## src/rtl/cell_ram_arbiter_if.sv

```systemverilog
// Requester-side bundle of the cell RAM arbiter: the render read port and the
// game req/ack port. The arbiter takes the slave side, requesters the master side.
interface cell_ram_arbiter_if #(
    parameter int ADDR_W = 9,
    parameter int DATA_W = 16
);
    logic              render_req;
    logic [ADDR_W-1:0] render_addr;
    logic              render_rvalid;
    logic [DATA_W-1:0] render_rdata;
    logic              game_req;
    logic              game_we;
    logic [ADDR_W-1:0] game_addr;
    logic [DATA_W-1:0] game_wdata;
    logic              game_ack;
    logic              game_rvalid;
    logic [DATA_W-1:0] game_rdata;
    logic              game_starve;

    modport master (
        output render_req, render_addr,
        output game_req, game_we, game_addr, game_wdata,
        input  render_rvalid, render_rdata,
        input  game_ack, game_rvalid, game_rdata, game_starve
    );

    modport slave (
        input  render_req, render_addr,
        input  game_req, game_we, game_addr, game_wdata,
        output render_rvalid, render_rdata,
        output game_ack, game_rvalid, game_rdata, game_starve
    );
endinterface

```

## src/rtl/cell_ram_arbiter.sv

```systemverilog
// Single-port cell-state RAM shared between the pixel renderer (absolute priority,
// fixed latency) and the game logic (req/ack, writes optionally held to vblank).
module cell_ram_arbiter #(
    parameter int VGA_WIDTH       = 12,
    parameter int VSIZE           = 480,
    parameter int ADDR_W          = 9,
    parameter int DATA_W          = 16,
    parameter int RAM_LAT         = 1,
    parameter bit WRITE_IN_VBLANK = 1'b1,
    parameter int STARVE_LIMIT    = 1024
) (
    input  logic                 clk_vga,
    input  logic                 reset,
    input  logic [VGA_WIDTH-1:0] vdata,
    cell_ram_arbiter_if.slave    bus,
    output logic                 ram_en,
    output logic                 ram_we,
    output logic [ADDR_W-1:0]    ram_addr,
    output logic [DATA_W-1:0]    ram_wdata,
    input  logic [DATA_W-1:0]    ram_rdata
);

    typedef enum logic [1:0] {
        G_IDLE = 2'd0,
        G_WAIT = 2'd1,
        G_HOLD = 2'd2
    } g_state_t;

    localparam logic [VGA_WIDTH-1:0] VSIZE_C        = VGA_WIDTH'(VSIZE);
    localparam logic [31:0]          STARVE_LIMIT_C = 32'(STARVE_LIMIT);

    g_state_t           state_r;
    g_state_t           state_nxt_s;
    logic               in_vblank_s;
    logic               write_ok_s;
    logic               render_issue_s;
    logic               game_issue_s;
    logic               read_issue_s;
    logic [15:0]        wait_cnt_r;
    logic [15:0]        wait_cnt_nxt_s;
    logic               game_starve_r;
    logic [RAM_LAT-1:0] tag_valid_r;
    logic [RAM_LAT-1:0] tag_game_r;

    // Issue decision: render always wins; reset blocks any RAM access immediately.
    always_comb begin
        in_vblank_s    = (vdata >= VSIZE_C);
        write_ok_s     = !bus.game_we || !WRITE_IN_VBLANK || in_vblank_s;
        render_issue_s = bus.render_req && !reset;
        game_issue_s   = bus.game_req && !bus.render_req && write_ok_s && !reset;
        read_issue_s   = render_issue_s || (game_issue_s && !bus.game_we);
    end

    // RAM port and game acknowledge, driven in the same cycle as the request.
    always_comb begin
        ram_en       = 1'b0;
        ram_we       = 1'b0;
        ram_addr     = {ADDR_W{1'b0}};
        ram_wdata    = {DATA_W{1'b0}};
        bus.game_ack = 1'b0;
        if (render_issue_s) begin
            ram_en   = 1'b1;
            ram_addr = bus.render_addr;
        end else if (game_issue_s) begin
            ram_en       = 1'b1;
            ram_we       = bus.game_we;
            ram_addr     = bus.game_addr;
            ram_wdata    = bus.game_wdata;
            bus.game_ack = 1'b1;
        end else begin
            ram_en = 1'b0;
        end
    end

    // Game FSM next state; a pending request with render idle can only be vblank-gated.
    always_comb begin
        state_nxt_s = state_r;
        case (state_r)
            G_IDLE, G_WAIT, G_HOLD: begin
                if (!bus.game_req) begin
                    state_nxt_s = G_IDLE;
                end else if (game_issue_s) begin
                    state_nxt_s = G_IDLE;
                end else if (!bus.render_req) begin
                    state_nxt_s = G_HOLD;
                end else begin
                    state_nxt_s = G_WAIT;
                end
            end
            default: state_nxt_s = G_IDLE;
        endcase
    end

    // Saturating wait counter; clears on ack or when the request goes away.
    always_comb begin
        wait_cnt_nxt_s = 16'd0;
        if (bus.game_req && !game_issue_s) begin
            if (wait_cnt_r == 16'hFFFF) begin
                wait_cnt_nxt_s = wait_cnt_r;
            end else begin
                wait_cnt_nxt_s = wait_cnt_r + 16'd1;
            end
        end else begin
            wait_cnt_nxt_s = 16'd0;
        end
    end

    // FSM state, wait counter and starve flag registers.
    always_ff @(posedge clk_vga or posedge reset) begin
        if (reset) begin
            state_r       <= G_IDLE;
            wait_cnt_r    <= 16'd0;
            game_starve_r <= 1'b0;
        end else begin
            state_r       <= state_nxt_s;
            wait_cnt_r    <= wait_cnt_nxt_s;
            game_starve_r <= ({16'd0, wait_cnt_nxt_s} >= STARVE_LIMIT_C);
        end
    end

    // Return-tag pipeline, one stage per cycle of RAM read latency.
    always_ff @(posedge clk_vga or posedge reset) begin
        if (reset) begin
            tag_valid_r <= {RAM_LAT{1'b0}};
            tag_game_r  <= {RAM_LAT{1'b0}};
        end else begin
            tag_valid_r[0] <= read_issue_s;
            tag_game_r[0]  <= game_issue_s;
            for (int i = 1; i < RAM_LAT; i++) begin
                tag_valid_r[i] <= tag_valid_r[i-1];
                tag_game_r[i]  <= tag_game_r[i-1];
            end
        end
    end

    // Return routing: valids come from the tag flops, data is steered from the RAM under them.
    always_comb begin
        bus.render_rvalid = tag_valid_r[RAM_LAT-1] && !tag_game_r[RAM_LAT-1];
        bus.game_rvalid   = tag_valid_r[RAM_LAT-1] && tag_game_r[RAM_LAT-1];
        bus.game_starve   = game_starve_r;
        bus.render_rdata  = {DATA_W{1'b0}};
        bus.game_rdata    = {DATA_W{1'b0}};
        if (bus.render_rvalid) begin
            bus.render_rdata = ram_rdata;
        end else if (bus.game_rvalid) begin
            bus.game_rdata = ram_rdata;
        end else begin
            bus.render_rdata = {DATA_W{1'b0}};
        end
    end

endmodule

```

## src/flat_wrapper.sv

```systemverilog
// flat-port wrapper written by rule: the top's interface ports become plain ports
module cell_ram_arbiter_flat 
#(
    parameter int VGA_WIDTH       = 12,
    parameter int VSIZE           = 480,
    parameter int ADDR_W          = 9,
    parameter int DATA_W          = 16,
    parameter int RAM_LAT         = 1,
    parameter bit WRITE_IN_VBLANK = 1'b1,
    parameter int STARVE_LIMIT    = 1024
)
  (clk_vga, reset, vdata, ram_en, ram_we, ram_addr, ram_wdata, ram_rdata, bus_render_req, bus_render_addr, bus_game_req, bus_game_we, bus_game_addr, bus_game_wdata, bus_render_rvalid, bus_render_rdata, bus_game_ack, bus_game_rvalid, bus_game_rdata, bus_game_starve);
  cell_ram_arbiter_if #(.ADDR_W(ADDR_W), .DATA_W(DATA_W)) bus_i ();
  input  logic clk_vga;
  input  logic reset;
  input  logic [VGA_WIDTH-1:0] vdata;
  output logic ram_en;
  output logic ram_we;
  output logic [ADDR_W-1:0] ram_addr;
  output logic [DATA_W-1:0] ram_wdata;
  input  logic [DATA_W-1:0] ram_rdata;
  input wire logic [$bits(bus_i.render_req)-1:0] bus_render_req;
  input wire logic [$bits(bus_i.render_addr)-1:0] bus_render_addr;
  input wire logic [$bits(bus_i.game_req)-1:0] bus_game_req;
  input wire logic [$bits(bus_i.game_we)-1:0] bus_game_we;
  input wire logic [$bits(bus_i.game_addr)-1:0] bus_game_addr;
  input wire logic [$bits(bus_i.game_wdata)-1:0] bus_game_wdata;
  output wire logic [$bits(bus_i.render_rvalid)-1:0] bus_render_rvalid;
  output wire logic [$bits(bus_i.render_rdata)-1:0] bus_render_rdata;
  output wire logic [$bits(bus_i.game_ack)-1:0] bus_game_ack;
  output wire logic [$bits(bus_i.game_rvalid)-1:0] bus_game_rvalid;
  output wire logic [$bits(bus_i.game_rdata)-1:0] bus_game_rdata;
  output wire logic [$bits(bus_i.game_starve)-1:0] bus_game_starve;
  assign bus_i.render_req = bus_render_req;
  assign bus_i.render_addr = bus_render_addr;
  assign bus_i.game_req = bus_game_req;
  assign bus_i.game_we = bus_game_we;
  assign bus_i.game_addr = bus_game_addr;
  assign bus_i.game_wdata = bus_game_wdata;
  assign bus_render_rvalid = bus_i.render_rvalid;
  assign bus_render_rdata = bus_i.render_rdata;
  assign bus_game_ack = bus_i.game_ack;
  assign bus_game_rvalid = bus_i.game_rvalid;
  assign bus_game_rdata = bus_i.game_rdata;
  assign bus_game_starve = bus_i.game_starve;
  cell_ram_arbiter #(.VGA_WIDTH(VGA_WIDTH), .VSIZE(VSIZE), .ADDR_W(ADDR_W), .DATA_W(DATA_W), .RAM_LAT(RAM_LAT), .WRITE_IN_VBLANK(WRITE_IN_VBLANK), .STARVE_LIMIT(STARVE_LIMIT)) u_core (.clk_vga(clk_vga), .reset(reset), .vdata(vdata), .bus(bus_i), .ram_en(ram_en), .ram_we(ram_we), .ram_addr(ram_addr), .ram_wdata(ram_wdata), .ram_rdata(ram_rdata));
endmodule
```

## config.mk

```make
export PLATFORM = sky130hd
export DESIGN_NAME = cell_ram_arbiter_flat
export DESIGN_NICKNAME = d
export VERILOG_FILES = /design/src/rtl/cell_ram_arbiter_if.sv /design/src/rtl/cell_ram_arbiter.sv /design/src/flat_wrapper.sv
export SDC_FILE = /design/constraint.sdc
export NUM_CORES = 1
export LEC_CHECK = 0
export CAP_MARGIN = 20
export CORE_UTILIZATION = 35
export CTS_CLUSTER_SIZE = 10
export DETAILED_ROUTE_END_ITERATION = 12
export PLACE_DENSITY = 0.89
export SLEW_MARGIN = 20
export SYNTH_ARGS = -nofsm -noshare
export SYNTH_HDL_FRONTEND = slang
export SYNTH_SLANG_ARGS = --single-unit
```

## constraint.sdc

```tcl
create_clock -name clk_vga -period 4.58 [get_ports clk_vga]
set_clock_uncertainty 0.1 [all_clocks]
set_input_delay 0.458 -clock clk_vga [delete_from_list [all_inputs] [get_ports clk_vga]]
set_output_delay 0.458 -clock clk_vga [all_outputs]
set_load 0.1 [all_outputs]
```

==> reports/summary.txt <==
WL per Instance = 14.04 um
Post-synth EDFFs = 0
cts hold-fix bufs = 0
post-synth top area share = 31.35%
CP Class = reg2out
largest net degree at the start of global routing = 29
average cell area after synthesis = 8.817 um^2
power per cell area = 203.1 nW/um^2
Ports = 130
critical path peak fanout = 18
pre-CTS WS = 1.301 ns
fraction of layout cells with a size suffix above 1 = 14.83%
Post-Syn Area = 1516 um^2
Leak = 0.001222 uW
final WL = 4772 um
drt pass-1 iters = 4
commonest non-fill, non-tap cell in the layout = clkdlybuf4s50_1
Fin Setup TNS = 0 ns
Net Sw Power = 238.9 uW
Die ar. = 4600 um^2
worst skew pair latency = 0.26 ns
startpoint types = flip-flop
Final Cycle Share = 75.30%
CTS buffer count = 3
cells after synthesis = 172
Async S/R FF share, synth = 100.0%
Core Rows = 23
vias per cell = 5.006
critical path data arrival time = 2.89 ns
minimum clock period = 3.449 ns
routability cong. = 0.8115
Comb pwr share = 47.6%
total gr overflow = 0
core area = 4086 um^2
design internal power = 319.1 uW
status = completed
CTS tree = built
dominant synthesized flop cell = dfrtp_1
initial antenna violation count = 0
Final ANT Viol Nets = 0
first-pass GRT wire length = 6644 um
Tot GR Track Use = 19.05%
Max-Cap Viols = 0
Starting Density = 37.11%
sequential power share = 31.5%
Die Span X = 67.83 um
PortBufs = 124
top area cells in the synthesized netlist = dfrtp_1 31%, and2_1 14%, and3_1 7.0%
clock share of power = 20.9%
n_diodes = 0
slew margin rel. = 32.96%
Fmax = 290.0 MHz
Die Y = 67.83 um
Tightest Pin Transition = 1.002 ns
synth unique cells = 43
nets = 359
syn nets = 240
# setup viols final = 0
crit path capture type = output pin
min-delay worst type = reg2reg
Clock Path Buffers = 2
fin worst setup slack = 1.131 ns
Clock Sinks = 19
#FFs+latches synth = 19
vias in the first global route = 1,470
Critical Path RT = 4.02 ns
drt first-iter violations = 33
fin. max-slew vios = 0
Synth area leader = dfrtp_1
Reg clk slew, reported paths = 0.07 ns
DRC viols = 0
sequential-to-total area share from yosys stat = 31.35%
Switching Fraction = 42.81%
setup repair bufs after CTS = 0
Max H-tree Level = 1
root buffer cell = clkbuf_8
most frequent cells in the layout = 98 x clkdlybuf4s50_1, 33 x and2_1, 26 x buf_4, 19 x dfrtp_1, 17 x and3_1
CTS resizes = 0
Final Hold Fails = 0
yosys warns = 0
vias = 1,702
DP HPWL = 3855 um
VDD IR max = 0.1144 mV
RSZ-0062 raised after global routing = false
area grow syn2layout = 81.19%
## cell usage after synthesis, drive strengths merged (2+ instances only)
cell type	n
a21oi	3
inv	5
nor4	4
nand3	3
o211ai	4
xnor2	3
o21ai	2
a211oi	2
nand4	8
and3	18
nor2b	2
nor2	14
a22o	9
xor2	7
dfrtp	19
mux2i	4
clkbuf	8
and4	3
nand2	3
or2	2
and2	36
buf	2
## stage by stage
stage	util, %	hold slack, ns	total power, uW	cell area [um^2]	instances
global route	67.24	0.4984	576.7	2748	340
finish	67.24	0.4737	558.0	2748	340
detailed placement	66.14	0.4568	445.8	2703	336
floorplan	-	0.3091	352.6	1516	172
global placement	66.14	0.4481	443.3	2703	336
CTS	67.24	0.4757	561.3	2748	340
## per-layer routing
metal / track usage (%) / up-vias / routed length (um)
li1: - / 856 / -
met1: 22.61 / 778 / 1934
met2: 35.52 / 63 / 2441
met3: 1.833 / 5 / 340
met4: 6.250 / 0 / 56
met5: 0 / - / 0
## area by class of cell
type | instances | area, um^2
Inverter | 5 | 18.77
Sequential cell | 19 | 475.5
Tap cell | 50 | 62.56
Multi-Input combinational cell | 138 | 969.7
Fill cell | 360 | 1339
Clock buffer | 4 | 45.04
Timing Repair Buffer | 124 | 1176
## cell families after synthesis
kind of cell | after synthesis | synth area share, %
mux | 4 | 2.640
simple gates | 98 | 41.34
buf+inv | 15 | 4.703
flops | 19 | 31.35
fa+ha+maj | 1 | 0.8250
xor+xnor | 10 | 5.776
compound gates | 25 | 13.37
## worst max-delay path: stages, from the launching register on
cell and delay, ns:
dfrtp_1 0.58, nor2b_1 0.69, and2_1 0.23, clkdlybuf4s50_1 1.13
## path summary, 6_finish.rpt
check                                                from                                to  slack (ns)  cells after the start
max in group asynchronous                           reset   u_core.wait_cnt_r[10]$_DFF_PP0_        3.34                      2
setup / recovery             u_core.tag_valid_r$_DFF_PP0_              bus_render_rdata[15]        1.13                      3
hold reg to reg            u_core.wait_cnt_r[6]$_DFF_PP0_    u_core.wait_cnt_r[6]$_DFF_PP0_        0.47                      2
min in group asynchronous                           reset    u_core.wait_cnt_r[4]$_DFF_PP0_        0.58                      2
hold / removal             u_core.wait_cnt_r[6]$_DFF_PP0_    u_core.wait_cnt_r[6]$_DFF_PP0_        0.47                      2
setup reg to reg           u_core.wait_cnt_r[3]$_DFF_PP0_  u_core.bus.game_starve$_DFF_PP0_        2.42                      5
## power by group through the flow
stage / sequential [uW] / clock [uW] / combinational (uW)
3_5_place_dp: 179 / 0 / 267
2_1_floorplan: 176 / 0 / 176
5_1_grt: 177 / 124 / 276
3_3_place_gp: 179 / 0 / 264
4_1_cts: 176 / 118 / 267
6_report: 176 / 117 / 266
## registers in the layout, indices dropped and copies added, names as in the netlist
name                    count
u_core.tag_game_r           1
u_core.tag_valid_r          1
u_core.bus.game_starve      1
u_core.wait_cnt_r          16
No activity file was read; power rests on OpenSTA's default activity.
